File: config.mk
export PLATFORM = sky130hd
export DESIGN_NAME = dm_serial_loader
export DESIGN_NICKNAME = d
export VERILOG_FILES = /design/src/rtl/dm_serial_loader.sv
export SDC_FILE = /design/constraint.sdc
export NUM_CORES = 1
export LEC_CHECK = 0
export ABC_AREA = 1
export CAP_MARGIN = 10
export CORE_ASPECT_RATIO = 0.6
export CORE_MARGIN = 4
export CORE_UTILIZATION = 55
export DETAILED_ROUTE_END_ITERATION = 10
export PLACE_DENSITY = 0.88
export SLEW_MARGIN = 20
export SYNTH_ARGS = -nofsm -noshare
export SYNTH_HDL_FRONTEND = slang
export SYNTH_SLANG_ARGS = --single-unit
File: constraint.sdc
create_clock -name clk -period 1.7 [get_ports clk]
set_clock_uncertainty 0.05 [all_clocks]
set_input_delay 0.34 -clock clk [delete_from_list [all_inputs] [get_ports clk]]
set_output_delay 0.34 -clock clk [all_outputs]
set_load 0.03 [all_outputs]
File: src/rtl/dm_serial_loader.sv
// Serial bulk loader: MSB-first header (base address, word count) then payload words, written to data memory at incrementing addresses.
// Latency: mem_wr rises the cycle after the last bit of a word; best case DATA_WIDTH+1 cycles per word.
// Backpressure: ser_ready drops in IDLE/WRITE/FIN; optional trailing parity bit when DM_LOADER_PARITY_EN is defined.
module dm_serial_loader #(
    parameter int ADDRESS_WIDTH = 8,
    parameter int DATA_WIDTH    = 1
) (
    input  logic                     clk,
    input  logic                     rst,
    input  logic                     start,
    input  logic                     ser_valid,
    input  logic                     ser_bit,
    output logic                     ser_ready,
    output logic                     mem_wr,
    output logic [ADDRESS_WIDTH-1:0] mem_address,
    output logic [DATA_WIDTH-1:0]    mem_data,
    output logic                     busy,
    output logic                     done,
    output logic                     err
);

    localparam int MAX_W = (ADDRESS_WIDTH > DATA_WIDTH) ? ADDRESS_WIDTH : DATA_WIDTH;
    localparam int CNT_W = $clog2(MAX_W + 1);

`ifdef DM_LOADER_PARITY_EN
    typedef enum logic [2:0] {
        S_IDLE, S_ADDR, S_LEN, S_DATA, S_WRITE, S_PAR, S_FIN
    } state_t;
    localparam state_t S_POST = S_PAR;
`else
    typedef enum logic [2:0] {
        S_IDLE, S_ADDR, S_LEN, S_DATA, S_WRITE, S_FIN
    } state_t;
    localparam state_t S_POST = S_FIN;
`endif

    state_t                     state_q, state_d;
    logic [CNT_W-1:0]           bit_cnt_q;
    logic [ADDRESS_WIDTH-1:0]   addr_q;
    logic [ADDRESS_WIDTH-1:0]   words_q;
    logic [DATA_WIDTH-1:0]      word_q;
    logic [ADDRESS_WIDTH-1:0]   mem_address_q;
    logic [DATA_WIDTH-1:0]      mem_data_q;

    logic                       xfer;
    logic                       last_hdr_bit;
    logic                       last_data_bit;
    logic [ADDRESS_WIDTH-1:0]   addr_next;
    logic [ADDRESS_WIDTH-1:0]   len_next;
    logic [DATA_WIDTH-1:0]      word_next;

    assign xfer          = ser_valid & ser_ready;
    assign last_hdr_bit  = (bit_cnt_q == CNT_W'(ADDRESS_WIDTH - 1));
    assign last_data_bit = (bit_cnt_q == CNT_W'(DATA_WIDTH - 1));
    // Left shift with the new bit entering at the LSB keeps every field MSB first.
    assign addr_next     = ADDRESS_WIDTH'({addr_q, ser_bit});
    assign len_next      = ADDRESS_WIDTH'({words_q, ser_bit});
    assign word_next     = DATA_WIDTH'({word_q, ser_bit});

    assign mem_address = mem_address_q;
    assign mem_data    = mem_data_q;

    always_ff @(posedge clk) begin
        if (rst) begin
            state_q <= S_IDLE;
        end else begin
            state_q <= state_d;
        end
    end

    always_comb begin
        state_d   = state_q;
        ser_ready = 1'b0;
        mem_wr    = 1'b0;
        done      = 1'b0;
        busy      = (state_q != S_IDLE);
        case (state_q)
            S_IDLE: begin
                if (start) state_d = S_ADDR;
            end
            S_ADDR: begin
                ser_ready = 1'b1;
                if (xfer && last_hdr_bit) state_d = S_LEN;
            end
            S_LEN: begin
                ser_ready = 1'b1;
                if (xfer && last_hdr_bit) begin
                    state_d = (len_next == '0) ? S_POST : S_DATA;
                end
            end
            S_DATA: begin
                ser_ready = 1'b1;
                if (xfer && last_data_bit) state_d = S_WRITE;
            end
            S_WRITE: begin
                mem_wr  = 1'b1;
                state_d = (words_q == ADDRESS_WIDTH'(1)) ? S_POST : S_DATA;
            end
`ifdef DM_LOADER_PARITY_EN
            S_PAR: begin
                ser_ready = 1'b1;
                if (xfer) state_d = S_FIN;
            end
`endif
            S_FIN: begin
                done    = 1'b1;
                state_d = S_IDLE;
            end
            default: state_d = S_IDLE;
        endcase
    end

`ifdef DM_LOADER_PARITY_EN
    logic parity_q;
    logic err_q;
    assign err = err_q;
`else
    assign err = 1'b0;
`endif

    always_ff @(posedge clk) begin
        if (rst) begin
            bit_cnt_q     <= '0;
            addr_q        <= '0;
            words_q       <= '0;
            word_q        <= '0;
            mem_address_q <= '0;
            mem_data_q    <= '0;
`ifdef DM_LOADER_PARITY_EN
            parity_q      <= 1'b0;
            err_q         <= 1'b0;
`endif
        end else begin
            case (state_q)
                S_IDLE: begin
                    if (start) begin
                        bit_cnt_q <= '0;
`ifdef DM_LOADER_PARITY_EN
                        parity_q  <= 1'b0;
                        err_q     <= 1'b0;
`endif
                    end
                end
                S_ADDR: begin
                    if (xfer) begin
                        addr_q    <= addr_next;
                        bit_cnt_q <= last_hdr_bit ? '0 : bit_cnt_q + CNT_W'(1);
                    end
                end
                S_LEN: begin
                    if (xfer) begin
                        words_q   <= len_next;
                        bit_cnt_q <= last_hdr_bit ? '0 : bit_cnt_q + CNT_W'(1);
                    end
                end
                S_DATA: begin
                    if (xfer) begin
                        word_q    <= word_next;
                        bit_cnt_q <= last_data_bit ? '0 : bit_cnt_q + CNT_W'(1);
`ifdef DM_LOADER_PARITY_EN
                        parity_q  <= parity_q ^ ser_bit;
`endif
                        // Write port registers load here so mem_wr and the payload appear together in WRITE.
                        if (last_data_bit) begin
                            mem_address_q <= addr_q;
                            mem_data_q    <= word_next;
                        end
                    end
                end
                S_WRITE: begin
                    addr_q  <= addr_q + ADDRESS_WIDTH'(1);
                    words_q <= words_q - ADDRESS_WIDTH'(1);
                end
`ifdef DM_LOADER_PARITY_EN
                S_PAR: begin
                    if (xfer) err_q <= (ser_bit != parity_q);
                end
`endif
                default: ;
            endcase
        end
    end

endmodule

==> qor.csv <==
metric;value;unit
pins over their slew limit;0;
vias in the first global route;1765;
CP endpoint kind;output port;
CTS tree;yes;
Synth top area share;0.3521;
Net count, final;322;
commonest cells in the netlist;63 x nand2_1, 43 x nor2_1, 34 x inv_1, 32 x dfxtp_1, 25 x o21ai_0;
HP Class;reg2reg;
CTS root buffer;clkbuf_8;
Pwr per Cell Area;1260;nW/µm²
total of max-cap violations;0;
core box area;3022;µm²
CP Data Required Time;1.31;ns
FP Rows;15;
peak supply drop;763.5;µV
mapped cell area;1819;µm²
layout cells sized above 1;0.1378;
vias post-DR;1948;
Critical Path Start Type;flip-flop;
Final Hold Vio Count;0;
hold_buf cts;0;
combinational power share;0.452;
Port-buffer cells;17;
synth top area cells;dfxtp_1 35%, nand2_1 13%, nor2_1 8.9%;
number of CTS-inserted buffers;5;
final setup fails;0;
clock group share of total power;0.200;
initial antenna violation count;0;
total track usage;0.2448;
worst-path fanout max;11;
final core utilization;0.7280;
Tmin final;1.622;ns
via density per instance;5.503;
RSZ-0062 raised after global routing;false;
mean routed wirelength per cell;13.19;µm
Worst-Skew Late Latency;0.29;ns
Switching Share;0.4372;
worst setup path startpoint;state_q[0]$_SDFFE_PP0P_;
Die Ht;52.55;µm
Most used DFF post-synth;dfxtp_1;
syn_nets;291;
# fillers;263;
DRC;0;
initial core utilization;0.6021;
Final Cycle Share;0.9542;
CP Data Arrival Time;1.23;ns
Fmax achieved;616.5;MHz
first-pass iteration count of the detailed router;5;
GPL Wtd Cong;0.9008;
number of synthesized register bits;32;
number of flops mapped to enable cells by yosys;0;
top-count cell post-synth;nand2_1;
clk sink count;32;
LEAKAGE;1.030;nW
Int Power;0.001560;W
first-pass GRT wire length;7803;µm
Top Ports;19;
final setup margin;0.07786;ns
post-synthesis cell type count;29;
critical path type;reg2out;
die extent in x;82.25;µm
register area share after synthesis;0.3521;
Yosys warnings;0;
cell count after synthesis;281;
Detailed Route WL;4670;µm
Reg clk slew, reported paths;0.06;ns
post-placement setup slack;-0.03980;ns
worst r2r src;bit_cnt_q[0]$_SDFFE_PP0P_;
outcome;completed;
Seq pwr share;0.349;
antenna diode instance count;0;
Remaining Overflow, GRT;0;
CTS H-Tree Depth;2;
CTS max path bufs;2;
reg2reg path depth;8;
DIE AREA;4322;µm²
Area growth syn-to-layout;20.91;%
Post-DRT Antenna Nets;0;
Post-synth ARST share;0;
hold_sp;addr_q[4]$_SDFFE_PP0P_;
DPL Wire Length;3238;µm
worst hold stages;2;
pin count of the biggest net entering global routing;21;
Yosys top cell by area;dfxtp_1;
DRC marker count from the first detailed-route iteration;178;
Net Switching;0.001212;W
setup TNS;0;ns
Avg Cell Area, Syn;6.474;µm²
metal layers:
metal | part of all wire | track usage | wire length [µm]
met4 | 0.018 | 0.09669 | 82
met1 | 0.46 | 0.3116 | 2162
met2 | 0.43 | 0.3697 | 2002
met5 | 0 | 0 | 0
met3 | 0.091 | 0.09622 | 423
power groups by stage:
| stage | sequential (W) | clock (W) | combinational (W) |
|---|---|---|---|
| 4_1_cts | 0.000953 | 0.000571 | 0.00120 |
| 5_1_grt | 0.000976 | 0.000608 | 0.00140 |
| 6_report | 0.000966 | 0.000553 | 0.00125 |
| 3_5_place_dp | 0.000969 | 0 | 0.00120 |
| 2_1_floorplan | 0.000961 | 0 | 0.000867 |
| 3_3_place_gp | 0.000967 | 0 | 0.00116 |
timing repair:
| item | 4_1_cts | 5_1_grt |
|---|---|---|
| setup endpoints to repair | 8 | 6 |
| setup buffers | 0 | 5 |
| gates resized for setup | 8 | 8 |
path summary, 6_finish.rpt:
path,end,slack [ns]
worst max-delay path,mem_wr,0.08
worst min-delay path,mem_address[4]$_SDFFE_PP0P_,0.46
worst max register to register,mem_address[7]$_SDFFE_PP0P_,0.18
worst min register to register,mem_address[4]$_SDFFE_PP0P_,0.46
flip-flops by register name, summed over array words and instances (netlist names):
name and flops:
addr_q 8, mem_address 8, words_q 8, state_q 3
mem_data 1, bit_cnt_q 4
area by class of cell:
type	instances	area (µm²)	share of cell area
Clock buffer	6	72.57	0.03299
Timing Repair Buffer	31	281.5	0.1280
Tap cell	42	52.55	0.02389
Sequential cell	32	643.1	0.2924
Inverter	38	147.6	0.06712
Multi-Input combinational cell	204	997.2	0.4534
Clock inverter	1	5.005	0.002275
stage by stage:
step           hold WS, ns  total power, W  std cells  cell area [µm²]
2_1_floorplan       0.3594        0.001828        281             1819
3_3_place_gp        0.4417        0.002131        342             2068
3_5_place_dp        0.4516        0.002169        342             2068
4_1_cts             0.4685        0.002728        349             2145
5_1_grt             0.4826        0.002986        354             2200
6_report            0.4626        0.002772        354             2200
layout by cell type, fill, tap and decap left out, drive strengths merged:
master / n
o21bai: 2
clkdlybuf4s50: 4
nand4: 4
dfxtp: 32
inv: 37
ha: 5
o21ai: 30
nor3: 3
dlygate4sd2: 6
conb: 1
nand3: 19
clkbuf: 6
nor2: 44
a21oi: 17
nand2: 67
o22ai: 1
nand3b: 1
o211ai: 1
o31ai: 1
buf: 18
a31oi: 8
dlymetal6s2s: 3
clkinv: 2
kinds of logic after synthesis:
kind of cell,after synthesis,share of synthesized area
simple gates,138,0.3260
fa+ha+maj,5,0.03439
other cells,1,0.002061
flops,32,0.3521
compound gates,60,0.1829
buf+inv,45,0.1025
worst max-delay path: stages (launching register included):
cell and delay [ns]:
dfxtp_2 0.35, nor2_1 0.16, nand2_1 0.16, clkinv_4 0.13, buf_6 0.14
Power figures use the tool's default switching activity.
